**src/rtl/calc_operand_entry.sv**
```systemverilog
// calc_operand_entry: operand entry front-end for the switch/button calculator.
// Synchronizes the switches and buttons, debounces both buttons, and steps a
// four-state entry FSM that captures sign/magnitude A, sign/magnitude B and
// the operation select in turn.
// Optional feature: define CALC_NEG_ZERO_FIX_EN to force the captured sign of
// a zero magnitude to 0 (canonical zero); otherwise -0 is passed through.
module calc_operand_entry #(
    parameter int unsigned DEBOUNCE_CYCLES = 50000
) (
    input  logic       clk,
    input  logic       rst_n,
    input  logic [3:0] sw_val,
    input  logic       sw_sign,
    input  logic [1:0] sw_sel,
    input  logic       btn_enter,
    input  logic       btn_clear,
    output logic       signA,
    output logic [3:0] A,
    output logic       signB,
    output logic [3:0] B,
    output logic [1:0] sel,
    output logic       operands_valid,
    output logic [1:0] entry_state
);

    // Counter runs 0..DEBOUNCE_CYCLES-1; the level flips on the last count.
    localparam int unsigned CW = (DEBOUNCE_CYCLES > 1) ? $clog2(DEBOUNCE_CYCLES) : 1;
    localparam logic [CW-1:0] CNT_LAST = CW'(DEBOUNCE_CYCLES - 1);

    localparam int unsigned BTN_ENTER = 0;
    localparam int unsigned BTN_CLEAR = 1;

    typedef enum logic [1:0] {
        WAIT_A  = 2'b00,
        WAIT_B  = 2'b01,
        WAIT_OP = 2'b10,
        READY   = 2'b11
    } state_t;

    // Synchronizer stages
    logic [3:0] sw_val_s1, sw_val_s;
    logic       sw_sign_s1, sw_sign_s;
    logic [1:0] sw_sel_s1, sw_sel_s;
    logic [1:0] btn_s1, btn_s;

    // Debouncer state
    logic [1:0]    deb_q;
    logic [1:0]    deb_d;
    logic [CW-1:0] cnt_q [2];
    logic [1:0]    press;

    // FSM state and registered outputs
    state_t     state_q, state_n;
    logic       signA_q, signA_n;
    logic [3:0] A_q, A_n;
    logic       signB_q, signB_n;
    logic [3:0] B_q, B_n;
    logic [1:0] sel_q, sel_n;
    logic       valid_q;
    logic       cap_sign;

    // Two-flop synchronizers for every asynchronous input
    always_ff @(posedge clk) begin
        if (!rst_n) begin
            sw_val_s1  <= '0;
            sw_val_s   <= '0;
            sw_sign_s1 <= 1'b0;
            sw_sign_s  <= 1'b0;
            sw_sel_s1  <= '0;
            sw_sel_s   <= '0;
            btn_s1     <= '0;
            btn_s      <= '0;
        end else begin
            sw_val_s1  <= sw_val;
            sw_val_s   <= sw_val_s1;
            sw_sign_s1 <= sw_sign;
            sw_sign_s  <= sw_sign_s1;
            sw_sel_s1  <= sw_sel;
            sw_sel_s   <= sw_sel_s1;
            btn_s1     <= {btn_clear, btn_enter};
            btn_s      <= btn_s1;
        end
    end

    // Per-button debouncer: accept a level only after it has been stable and
    // different from the current level for DEBOUNCE_CYCLES consecutive cycles
    always_ff @(posedge clk) begin
        if (!rst_n) begin
            deb_q <= '0;
            deb_d <= '0;
            for (int unsigned i = 0; i < 2; i++) begin
                cnt_q[i] <= '0;
            end
        end else begin
            deb_d <= deb_q;
            for (int unsigned i = 0; i < 2; i++) begin
                if (btn_s[i] != deb_q[i]) begin
                    if (cnt_q[i] == CNT_LAST) begin
                        deb_q[i] <= btn_s[i];
                        cnt_q[i] <= '0;
                    end else begin
                        cnt_q[i] <= cnt_q[i] + CW'(1);
                    end
                end else begin
                    cnt_q[i] <= '0;
                end
            end
        end
    end

    // One-cycle press pulse on the debounced rising edge only
    always_comb begin
        press = deb_q & ~deb_d;
    end

    // Sign value to capture, optionally canonicalising -0 to +0
    always_comb begin
`ifdef CALC_NEG_ZERO_FIX_EN
        cap_sign = sw_sign_s & (|sw_val_s);
`else
        cap_sign = sw_sign_s;
`endif
    end

    // Entry FSM register and captured operand registers
    always_ff @(posedge clk) begin
        if (!rst_n) begin
            state_q <= WAIT_A;
            signA_q <= 1'b0;
            A_q     <= '0;
            signB_q <= 1'b0;
            B_q     <= '0;
            sel_q   <= '0;
            valid_q <= 1'b0;
        end else begin
            state_q <= state_n;
            signA_q <= signA_n;
            A_q     <= A_n;
            signB_q <= signB_n;
            B_q     <= B_n;
            sel_q   <= sel_n;
            valid_q <= (state_n == READY);
        end
    end

    // Entry FSM next-state and capture decisions; clear overrides enter
    always_comb begin
        state_n = state_q;
        signA_n = signA_q;
        A_n     = A_q;
        signB_n = signB_q;
        B_n     = B_q;
        sel_n   = sel_q;
        if (press[BTN_CLEAR]) begin
            state_n = WAIT_A;
            signA_n = 1'b0;
            A_n     = '0;
            signB_n = 1'b0;
            B_n     = '0;
            sel_n   = '0;
        end else if (press[BTN_ENTER]) begin
            unique case (state_q)
                WAIT_A: begin
                    signA_n = cap_sign;
                    A_n     = sw_val_s;
                    state_n = WAIT_B;
                end
                WAIT_B: begin
                    signB_n = cap_sign;
                    B_n     = sw_val_s;
                    state_n = WAIT_OP;
                end
                WAIT_OP: begin
                    sel_n   = sw_sel_s;
                    state_n = READY;
                end
                READY: begin
                    // Chained entry: new A starts a fresh expression
                    signA_n = cap_sign;
                    A_n     = sw_val_s;
                    signB_n = 1'b0;
                    B_n     = '0;
                    sel_n   = '0;
                    state_n = WAIT_B;
                end
                default: state_n = WAIT_A;
            endcase
        end
    end

    assign signA          = signA_q;
    assign A              = A_q;
    assign signB          = signB_q;
    assign B              = B_q;
    assign sel            = sel_q;
    assign operands_valid = valid_q;
    assign entry_state    = state_q;

endmodule

```
**config.mk**
```make
export PLATFORM = sky130hd
export DESIGN_NAME = calc_operand_entry
export DESIGN_NICKNAME = d
export VERILOG_FILES = /design/src/rtl/calc_operand_entry.sv
export SDC_FILE = /design/constraint.sdc
export NUM_CORES = 1
export LEC_CHECK = 0
export BUFFER_PORTS_ARGS = -buffer_cell sky130_fd_sc_hd__buf_2
export CORE_MARGIN = 5
export CORE_UTILIZATION = 48
export DETAILED_ROUTE_END_ITERATION = 12
export PLACE_DENSITY_LB_ADDON = 0.2
export SETUP_SLACK_MARGIN = 0.2
export SLEW_MARGIN = 30
export SYNTH_ARGS = -nofsm -noshare
export SYNTH_HDL_FRONTEND = slang
export SYNTH_SLANG_ARGS = --single-unit
```
**constraint.sdc**
```tcl
create_clock -name clk -period 2.4 [get_ports clk]
set_input_delay 0.12 -clock clk [delete_from_list [all_inputs] [get_ports clk]]
set_output_delay 0.12 -clock clk [all_outputs]
set_load 0.1 [all_outputs]
```
==> flow_metrics.env, run 1 <==
export IMPL_die_width_um=88.7
export IMPL_timing_final_setup_violations=0
export IMPL_finalSetupTns_ns=0
export IMPL_layout_nets=367
export IMPL_share_of_flip_flops_with_an_asynchronous_set_or_reset_pct=0
export IMPL_layout_drive_gt1_share_pct=14.0
export IMPL_number_of_global_route_vias_before_repair=1915
export IMPL_grt_start_max_net_pins=25
export IMPL_worst_setup_path_start_kind="register"
export IMPL_slew_limit_headroom_pct=60.3
export IMPL_cts_made_buffers=9
export IMPL_syn_cell_area_um2=2970
export IMPL_num_clock_sinks=69
export IMPL_std_cell_rows=28
export IMPL_postCtsSetupBuffers=0
export IMPL_classification_of_the_worst_setup_path="reg -> reg"
export IMPL_drt_iter0_markers=77
export IMPL_syn_inst=277
export IMPL_cts_reportedPaths_clkPinSlew_ns=0.08
export IMPL_placedCellCount=406
export IMPL_grt_pass1_wl_mm=8.83
export IMPL_io_pins=26
export IMPL_placed_inst_area_um2=3300
export IMPL_postCtsHoldBufs=9
export IMPL_critical_path_peak_fanout=16
export IMPL_powerDensity_nw_per_um2=648
export IMPL_max_clock_freq_mhz=478
export IMPL_leakagePower_uw=0.00135
export IMPL_min_period_over_period_pct=87.2
export IMPL_longest_clk_path_bufs=2
export IMPL_synth_edff_count=32
export IMPL_slew_viol_final=0
export IMPL_die_height_um=88.7
export IMPL_finalClockSkew_ns=0.00407
export IMPL_detailroute_via_count=2040
export IMPL_postSynthAreaPerCell_um2=10.7
export IMPL_yosys_warnings=0
export IMPL_worst_ir_drop_vdd_uv=548
export IMPL_most_common_cell_after_layout_fill_and_taps_aside="sky130_fd_sc_hd__nor2_1"
export IMPL_initial_core_util_pct=49.9
export IMPL_tritoncts="built"
export IMPL_wirelength_mm=5.20
export IMPL_critPathRequiredTime_ns=2.50
export IMPL_grt_util_all_layers_pct=14.8
export IMPL_synthFlopType="sky130_fd_sc_hd__dfxtp_1"
export IMPL_antenna_left=0
export IMPL_maxCapViolCount=0
export IMPL_io_buffers=25
export IMPL_postSynthRegisterBits=69
export IMPL_routed_wire_length_per_instance_um=12.1
export IMPL_drc=0
export IMPL_design_die_area_um2=7870
export IMPL_cts_repair_resized=0
export IMPL_layout_cells_non_filler=431
export IMPL_synth_cell_types=33
export IMPL_min_path_type="in -> reg"
export IMPL_actual_transition_at_the_worst_max_transition_pin_ns=0.590
export IMPL_number_of_antenna_violations_at_the_first_check_in_global_routing=0
export IMPL_area_growth_synth_to_final_pct=20.7
export IMPL_crit_path_end_kind="register"
export IMPL_antenna_diode_count=0
export IMPL_sequential_element_share_of_the_synthesized_area_pct=57.2
export IMPL_rsz0062_at_grt="no"
export IMPL_place_congestion=0.752
export IMPL_hold_viol=0
export IMPL_gr_total_overflow=0
export IMPL_root_buffer="sky130_fd_sc_hd__clkbuf_8"
export IMPL_clk_latency_ns=0.35
export IMPL_outcome="complete, no violations"
export IMPL_dp_hpwl_mm=3.69
export IMPL_core_region_area_um2=5960
export IMPL_finalInstanceArea_um2=3590
export IMPL_finalCriticalPeriod_ns=2.09
export IMPL_htree_num_levels=3
export IMPL_worst_ep_arrival_ns=2.20
export IMPL_drt_pass1_iter_count=4
export IMPL_via_per_inst=4.73
export IMPL_layout_cells_most_common_list="sky130_fd_sc_hd__nor2_1, sky130_fd_sc_hd__dfxtp_1, sky130_fd_sc_hd__edfxtp_1, sky130_fd_sc_hd__conb_1, sky130_fd_sc_hd__buf_2"
worst max-delay path: stages, from the launching register on:
cell and delay [ns]:
sky130_fd_sc_hd__edfxtp_1 0.46, sky130_fd_sc_hd__or4_1 0.54, sky130_fd_sc_hd__or4_4 0.56, sky130_fd_sc_hd__nand3_4 0.20
sky130_fd_sc_hd__nor2_1 0.08
per-stage QoR:
stage	setup WS (ns)	power, uW	util [%]	hold WS, ns
floorplan	0.388	1380	-	0.235
global placement	0.376	1400	55.4	0.327
CTS	0.290	2360	60.2	0.186
finish	0.308	2330	60.2	0.199
global route	0.233	2430	60.2	0.225
detailed placement	0.331	1400	55.4	0.331
power by group:
part / leakage, uW / switching, uW / internal [uW] / total (uW)
sequential: 0.000632 / 32.9 / 1270 / 1300
combinational: 0.000619 / 45.0 / 46.8 / 91.8
clock: 0.0000990 / 483 / 452 / 935
metal layers:
| layer | vias to the layer above | track usage, % | routed length (um) |
|---|---|---|---|
| met4 | 0 | 9.07 | 125 |
| met3 | 13 | 3.63 | 173 |
| met2 | 27 | 21.5 | 2320 |
| met1 | 919 | 19.9 | 2580 |
| met5 | - | 0 | 0 |
| li1 | 1081 | - | - |
cell usage after synthesis (2+ instances only):
library cell	instances	area (um2)
sky130_fd_sc_hd__nor2_1	50	188
sky130_fd_sc_hd__o21ai_0	2	10.0
sky130_fd_sc_hd__dfxtp_1	37	741
sky130_fd_sc_hd__xor2_1	6	52.6
sky130_fd_sc_hd__nor3_1	8	40.0
sky130_fd_sc_hd__nand4_1	7	43.8
sky130_fd_sc_hd__nor3b_1	2	15.0
sky130_fd_sc_hd__a22oi_1	7	52.6
sky130_fd_sc_hd__edfxtp_1	32	961
sky130_fd_sc_hd__or4_4	2	22.5
sky130_fd_sc_hd__inv_1	10	37.5
sky130_fd_sc_hd__and2_1	19	119
sky130_fd_sc_hd__xnor2_1	24	210
sky130_fd_sc_hd__clkbuf_1	4	15.0
sky130_fd_sc_hd__mux2i_1	2	20.0
sky130_fd_sc_hd__nand2_1	16	60.1
sky130_fd_sc_hd__nor4_1	8	50.1
sky130_fd_sc_hd__nand3_1	16	80.1
sky130_fd_sc_hd__ha_1	5	62.6
sky130_fd_sc_hd__a21oi_1	6	30.0
sky130_fd_sc_hd__nand2b_1	2	12.5
registers in the layout, indices dropped and copies added (netlist names):
name and cells:
operands_valid 1, sw_sel_s1 2, btn_s1 2, cnt_q 32
sw_sel_s 2, sw_val_s1 4, sel 2, cap_sign 1
signB 1, signA 1, sw_sign_s1 1, deb_d 2
entry_state 2, B 4, btn_s 2, deb_q 2
sw_val_s 4, A 4
path summary, 6_finish.rpt:
path | startpoint | endpoint | slack, ns | depth (start not counted)
worst max-delay path | cnt_q[0][12] | cnt_q[0][10] | 0.31 | 4
worst min-delay path | rst_n | deb_d[1] | 0.20 | 3
worst max register to register | cnt_q[0][12] | cnt_q[0][10] | 0.31 | 4
worst min register to register | btn_s1[1] | btn_s[1] | 0.44 | 1
cell type report:
class                   instances  area, um2
fillers                       527       2370
flip-flops and latches         69       1700
clock buffers                  10        149
clock inverters                 6       51.3
inverters                      10       37.5
multi-input cells             223       1310
well taps                      75       93.8
repair buffers                 38        245
cell families after synthesis:
kind of cell | synth area share [%]
AND/OR/NAND/NOR | 24.1
XOR/XNOR | 8.84
buffers and inverters | 2.65
multiplexers | 0.673
flip-flops | 57.2
AO/OA/AOI/OAI | 4.29
adder cells (fa/ha/maj) | 2.10
other | 0.126
No activity file was read; power rests on OpenSTA's default activity.
==> inputs of run 2 (changes only) <==
- SKIP_LAST_GASP: default -> 1
- clock period: 2.4 -> 2.3 ns (I/O delays scaled with it)
==> run 2 against run 1 <==
Design area rose by 0.70%. Core utilization rose by 0.42 points. First-iteration DRC count rose by 3.9%. Sequential share of layout area fell by 0.33 points. Worst setup slack got worse by 0.034 ns. Global-route usage rose by 0.25 points. Critical path depth did not move. Flip-flop and latch count did not move. Clock power rose by 4.2%. Combinational power rose by 8.7%. Clock-buffer cell count did not move. Via count rose by 0.93%. Critical endpoint unchanged.
==> flow_metrics.env, run 2 (same netlist as run 1, synthesis figures left out) <==
export IMPL_outcome="complete, no violations"
export IMPL_path_delay_family="simple AND/OR/NAND/NOR gates"
export IMPL_layout_nets=369
export IMPL_critical_path_peak_fanout=8
export IMPL_grt_start_max_net_pins=26
export IMPL_worst_setup_path_start_kind="register"
export IMPL_crit_path_top_delay_cell="sky130_fd_sc_hd__or4_4"
export IMPL_timing_final_setup_violations=0
export IMPL_layout_filler_cells=525
export IMPL_most_common_cell_after_layout_fill_and_taps_aside="sky130_fd_sc_hd__nor2_1"
export IMPL_min_path_type="in -> reg"
export IMPL_placedCellCount=406
export IMPL_layout_cells_non_filler=433
export IMPL_tritoncts="built"
export IMPL_finalSetupTns_ns=0
export IMPL_regArea_um2=1700
export IMPL_switching_share_pct=24.1
export IMPL_placed_inst_area_um2=3300
export IMPL_path_cells="or4_1 -> or4_4 -> nand3_4 -> nor2_1"
export IMPL_powerDensity_nw_per_um2=672
export IMPL_via_per_inst=4.76
export IMPL_slew_viol_final=0
export IMPL_wirelength_mm=5.31
export IMPL_cts_made_buffers=9
export IMPL_number_of_global_route_vias_before_repair=1918
export IMPL_longest_clk_path_bufs=2
export IMPL_layout_cells_most_common_list="sky130_fd_sc_hd__nor2_1, sky130_fd_sc_hd__dfxtp_1, sky130_fd_sc_hd__edfxtp_1, sky130_fd_sc_hd__conb_1, sky130_fd_sc_hd__buf_2"
export IMPL_seq_power_share_pct=55.8
export IMPL_place_congestion=0.752
export IMPL_crit_path_end_kind="register"
export IMPL_maxCapViolCount=0
export IMPL_root_buffer="sky130_fd_sc_hd__clkbuf_8"
export IMPL_detailroute_via_count=2059
export IMPL_worst_ep_arrival_ns=2.13
export IMPL_drt_pass1_iter_count=4
export IMPL_io_buffers=25
export IMPL_antenna_diode_count=0
export IMPL_critPathRequiredTime_ns=2.41
export IMPL_actual_transition_at_the_worst_max_transition_pin_ns=0.578
export IMPL_share_comb_of_total_power_pct=4.1
export IMPL_drc=0
export IMPL_cts_reportedPaths_clkPinSlew_ns=0.08
export IMPL_finalInstanceArea_um2=3610
export IMPL_dp_hpwl_mm=3.69
export IMPL_critPathMaxStageDelay_ns=0.58
export IMPL_largest_register_ffs=32
export IMPL_dp_slack_ns=0.231
export IMPL_multi_input_comb_area_um2=1330
export IMPL_htree_num_levels=3
export IMPL_layout_drive_gt1_share_pct=14.5
export IMPL_routed_wire_length_per_instance_um=12.3
export IMPL_area_growth_synth_to_final_pct=21.5
export IMPL_num_clock_sinks=69
export IMPL_max_flop_register="cnt_q"
export IMPL_std_cell_rows=28
export IMPL_power_share_clock_pct=40.1
export IMPL_worst_hold_slack_ns=0.222
export IMPL_number_of_antenna_violations_at_the_first_check_in_global_routing=0
export IMPL_gr_total_overflow=0
export IMPL_core_region_area_um2=5960
export IMPL_rrSetupSlack_ns=0.27
export IMPL_die_width_um=88.7
export IMPL_worst_ir_drop_vdd_uv=572
export IMPL_finalClockSkew_ns=0.00463
export IMPL_die_height_um=88.7
export IMPL_classification_of_the_worst_setup_path="reg -> reg"
export IMPL_rsz0062_at_grt="no"
export IMPL_initial_core_util_pct=49.9
export IMPL_leakagePower_uw=0.00136
export IMPL_grt_pass1_wl_mm=8.95
export IMPL_io_pins=26
export IMPL_grt_util_all_layers_pct=15.1
export IMPL_drt_iter0_markers=80
export IMPL_design_die_area_um2=7870
export IMPL_finalCriticalPeriod_ns=2.03
export IMPL_p_switching_uw=586
export IMPL_slew_limit_headroom_pct=61.1
export IMPL_fin_ws_ns=0.274
export IMPL_hold_viol=0
export IMPL_min_period_over_period_pct=88.1
export IMPL_clk_latency_ns=0.35
export IMPL_antenna_left=0
export IMPL_internal_power_uw=1840
export IMPL_crit_path_buffers_inverters=0
export IMPL_max_clock_freq_mhz=494
[run 2: cell types whose count changed in the layout (fill, tap and decap cells not counted)]
| cell | previous run | this run |
|---|---|---|
| sky130_fd_sc_hd__nand3_4 | 1 | 2 |
| sky130_fd_sc_hd__buf_4 | 4 | 5 |
[run 2: repair_timing]
| action | CTS | global route |
|---|---|---|
| gates cloned | 1 | 0 |
| endpoints found under the hold margin | 9 | 0 |
| pin swaps | 0 | 0 |
| resized for setup | 0 | 1 |
| setup buffers | 0 | 1 |
| endpoints found under the setup margin | 7 | 9 |
| hold buffers | 9 | 0 |
[run 2: routing by layer]
layer  track usage [%]  routed length, um
met2              21.9               2370
met1              20.3               2630
met4              9.07                130
met5                 0                  0
met3              3.63                173
[run 2: area by class of cell]
class / instances / share of cell area, %
flip-flops and latches: 69 / 47.1
multi-input cells: 224 / 36.7
repair buffers: 39 / 7.00
clock buffers: 10 / 4.12
well taps: 75 / 2.60
clock inverters: 6 / 1.42
inverters: 10 / 1.04
[run 2: through the flow]
stage	total power [uW]	util [%]
finish	2430	60.7
global placement	1460	55.4
global route	2530	60.7
CTS	2460	60.4
floorplan	1440	-
detailed placement	1470	55.4
[run 2: worst paths after layout]
path                      from      endpoint  cells past startpoint
setup / recovery  cnt_q[0][11]  cnt_q[0][10]                      4
hold / removal           rst_n      deb_d[1]                      3
setup reg to reg  cnt_q[0][11]  cnt_q[0][10]                      4
hold reg to reg     sw_sign_s1      cap_sign                      1
[run 2: worst reg2reg max path, stage by stage (launching register included)]
cell and delay, ns:
sky130_fd_sc_hd__edfxtp_1 0.42, sky130_fd_sc_hd__or4_1 0.55, sky130_fd_sc_hd__or4_4 0.58, sky130_fd_sc_hd__nand3_4 0.16
sky130_fd_sc_hd__nor2_1 0.07
[run 2: power groups by stage]
stage | logic, uW | clock network [uW] | registers [uW]
5_1_grt | 113 | 1060 | 1360
4_1_cts | 96.3 | 1010 | 1350
2_1_floorplan | 65.8 | 0 | 1370
6_report | 99.8 | 974 | 1360
3_3_place_gp | 81.4 | 0 | 1380
3_5_place_dp | 82.3 | 0 | 1380
==> inputs of run 3 (changes only) <==
- ABC_AREA: default -> 1
- CORE_UTILIZATION: 48 -> 55
- GPL_TIMING_DRIVEN: default -> 0
==> run 3 against run 2 <==
Critical path depth increased by 3. Register-to-register slack better by 0.23 ns. Sequential power barely moved. Worst hold slack worse by 0.16 ns. Clock-buffer cell count decreased by 1. Routed wire length rose by 13%. Global-route usage increased by 2.5 points. First-iteration DRC count increased by 39%. Worst setup slack improved by 0.23 ns. Clock power shrank 2.6%. Core utilization rose by 7.2 points. Critical path type unchanged. Largest cell class unchanged.
==> flow_metrics.env, run 3 <==
export IMPL_layout_drive_gt1_share_pct=10.5
export IMPL_synth_xor_xnor_area_share_pct=4.45
export IMPL_layout_nets=479
export IMPL_cts_made_buffers=9
export IMPL_timing_final_setup_violations=0
export IMPL_syn_inst=387
export IMPL_classification_of_the_worst_setup_path="reg -> reg"
export IMPL_synthTopCellsByCount="sky130_fd_sc_hd__nand2_1, sky130_fd_sc_hd__nor2_1, sky130_fd_sc_hd__inv_1, sky130_fd_sc_hd__dfxtp_1, sky130_fd_sc_hd__nand3_1"
export IMPL_most_area_hungry_cell_type_in_the_yosys_netlist="sky130_fd_sc_hd__edfxtp_1"
export IMPL_num_clock_sinks=69
export IMPL_most_common_cell_after_layout_fill_and_taps_aside="sky130_fd_sc_hd__nand2_1"
export IMPL_longest_clk_path_bufs=2
export IMPL_finalClockSkew_ns=0.00906
export IMPL_design_die_area_um2=7340
export IMPL_synth_area_in_simple_gates_pct=26.5
export IMPL_hold_viol=0
export IMPL_grt_util_all_layers_pct=17.6
export IMPL_die_height_um=85.7
export IMPL_drt_iter0_markers=111
export IMPL_cts_repair_resized=0
export IMPL_dp_hpwl_mm=4.16
export IMPL_number_of_global_route_vias_before_repair=2381
export IMPL_yosys_warnings=0
export IMPL_slew_viol_final=0
export IMPL_path_delay_family="simple AND/OR/NAND/NOR gates"
export IMPL_grt_pass1_wl_mm=10.2
export IMPL_syn_cell_area_um2=3150
export IMPL_finalCriticalPeriod_ns=1.79
export IMPL_min_path_type="in -> reg"
export IMPL_final_core_util_pct=67.9
export IMPL_synth_cell_types=23
export IMPL_clk_latency_ns=0.35
export IMPL_crit_path_end_kind="register"
export IMPL_antenna_diode_count=0
export IMPL_root_buffer="sky130_fd_sc_hd__clkbuf_8"
export IMPL_postCtsHoldBufs=9
export IMPL_share_of_flip_flops_with_an_asynchronous_set_or_reset_pct=0
export IMPL_hold_path_startpoint="rst_n"
export IMPL_routed_wire_length_per_instance_um=11.1
export IMPL_critPathRequiredTime_ns=2.40
export IMPL_antenna_left=0
export IMPL_layout_cells_most_common_list="sky130_fd_sc_hd__nand2_1, sky130_fd_sc_hd__nor2_1, sky130_fd_sc_hd__inv_1, sky130_fd_sc_hd__dfxtp_1, sky130_fd_sc_hd__nand3_1"
export IMPL_critPathMaxStageDelay_ns=0.42
export IMPL_synth_adder_area_share_pct=1.98
export IMPL_critical_path_reg2reg_startpoint="cnt_q[0][0]"
export IMPL_postCtsSetupBuffers=0
export IMPL_via_per_inst=4.70
export IMPL_synthTopCellsByArea="sky130_fd_sc_hd__edfxtp_1, sky130_fd_sc_hd__dfxtp_1, sky130_fd_sc_hd__nand2_1"
export IMPL_synth_top_family_by_area="simple AND/OR/NAND/NOR gates"
export IMPL_yosys_area_top_type_share_pct=30.5
export IMPL_outcome="complete, no violations"
export IMPL_synthFlopType="sky130_fd_sc_hd__dfxtp_1"
export IMPL_crit_start="cnt_q[0][0]"
export IMPL_worst_ir_drop_vdd_uv=528
export IMPL_crit_path_top_delay_cell="sky130_fd_sc_hd__edfxtp_1"
export IMPL_leakagePower_uw=0.00168
export IMPL_largest_register_ffs=32
export IMPL_finalSetupTns_ns=0
export IMPL_p_total_uw=2410
export IMPL_worst_hold_slack_ns=0.0581
export IMPL_postSynthRegisterBits=69
export IMPL_synthMostInstantiatedCell="sky130_fd_sc_hd__nand2_1"
export IMPL_wirelength_mm=6.01
export IMPL_cts_reportedPaths_clkPinSlew_ns=0.08
export IMPL_max_clock_freq_mhz=557
export IMPL_synth_mux_area_fraction_pct=0
export IMPL_gr_total_overflow=0
export IMPL_path_cells="ha_1 -> nand3_1 -> nor2_1 -> nand3_1 -> nand2_2 -> buf_4 -> nor2_1"
export IMPL_postSynthAreaPerCell_um2=8.14
export IMPL_core_region_area_um2=5540
export IMPL_std_cell_rows=27
export IMPL_htree_num_levels=3
export IMPL_share_of_the_synthesized_area_in_compound_gates_ao_oa_aoi_oai_pct=5.08
export IMPL_rsz0062_at_grt="no"
export IMPL_worst_ep_arrival_ns=1.90
export IMPL_die_width_um=85.7
export IMPL_drt_pass1_iter_count=4
export IMPL_sequential_element_share_of_the_synthesized_area_pct=54.0
export IMPL_crit_path_buffers_inverters=1
export IMPL_grt_start_max_net_pins=16
export IMPL_io_pins=26
export IMPL_detailroute_via_count=2540
export IMPL_critical_path_peak_fanout=10
export IMPL_initial_core_util_pct=56.9
export IMPL_maxCapViolCount=0
export IMPL_min_period_over_period_pct=78.0
export IMPL_synth_edff_count=32
export IMPL_tritoncts="built"
export IMPL_io_buffers=25
export IMPL_max_flop_register="cnt_q"
export IMPL_powerDensity_nw_per_um2=640
export IMPL_drc=0
export IMPL_number_of_antenna_violations_at_the_first_check_in_global_routing=0
export IMPL_worst_setup_path_start_kind="register"
export IMPL_area_growth_synth_to_final_pct=19.3
export IMPL_place_congestion=0.868
## run 3: path summary, 6_finish.rpt
check                               endpoint  slack (ns)  depth (start not counted)
worst min register to register   sw_val_s[2]        0.41                          2
worst max-delay path            cnt_q[0][11]        0.51                          7
worst max register to register  cnt_q[0][11]        0.51                          7
worst min-delay path                deb_d[1]        0.06                          3
## run 3: final cells by class
class | count | area [um2]
plain buffers | 5 | 30.0
repair buffers | 34 | 215
clock inverters | 7 | 63.8
flip-flops and latches | 69 | 1700
well taps | 72 | 90.1
clock buffers | 9 | 124
multi-input cells | 286 | 1320
fillers | 486 | 1780
inverters | 58 | 218
## run 3: report_power, final
part	leakage (uW)	total (uW)	switching, uW	internal, uW
clock	0.0000986	949	531	418
combinational	0.000952	108	64.3	43.4
sequential	0.000632	1350	31.3	1320
## run 3: worst register-to-register path: cells and delay by family, from the launching register on
family / cells / cell delay [ns]
adders and majority gates: 1 / 0.21
buffers and inverters: 1 / 0.20
DFF: 1 / 0.42
and+or+nand+nor: 5 / 0.73
## run 3: cells by family (layout without fill, tap and decap cells)
| group | count (synthesis) | in the layout |
|---|---|---|
| AND/OR/NAND/NOR | 201 | 201 |
| flip-flops | 69 | 69 |
| buffers and inverters | 63 | 113 |
| adder cells (fa/ha/maj) | 5 | 5 |
| other | 1 | 32 |
| XOR/XNOR | 16 | 16 |
| AO/OA/AOI/OAI | 32 | 32 |
## run 3: layer usage
layer / GRT usage [%] / up-vias / part of all wire (%)
met5: 0 / - / 0
met4: 7.05 / 0 / 1.5
met3: 4.80 / 10 / 4.2
met2: 27.9 / 42 / 46
met1: 22.8 / 1137 / 48
li1: - / 1351 / -
## run 3: through the flow
stage	worst slack (ns)	cell area, um2	cells
5_1_grt	0.387	3760	540
2_1_floorplan	0.328	3270	418
3_5_place_dp	0.505	3480	515
6_report	0.506	3760	540
4_1_cts	0.484	3760	540
3_3_place_gp	0.504	3480	515
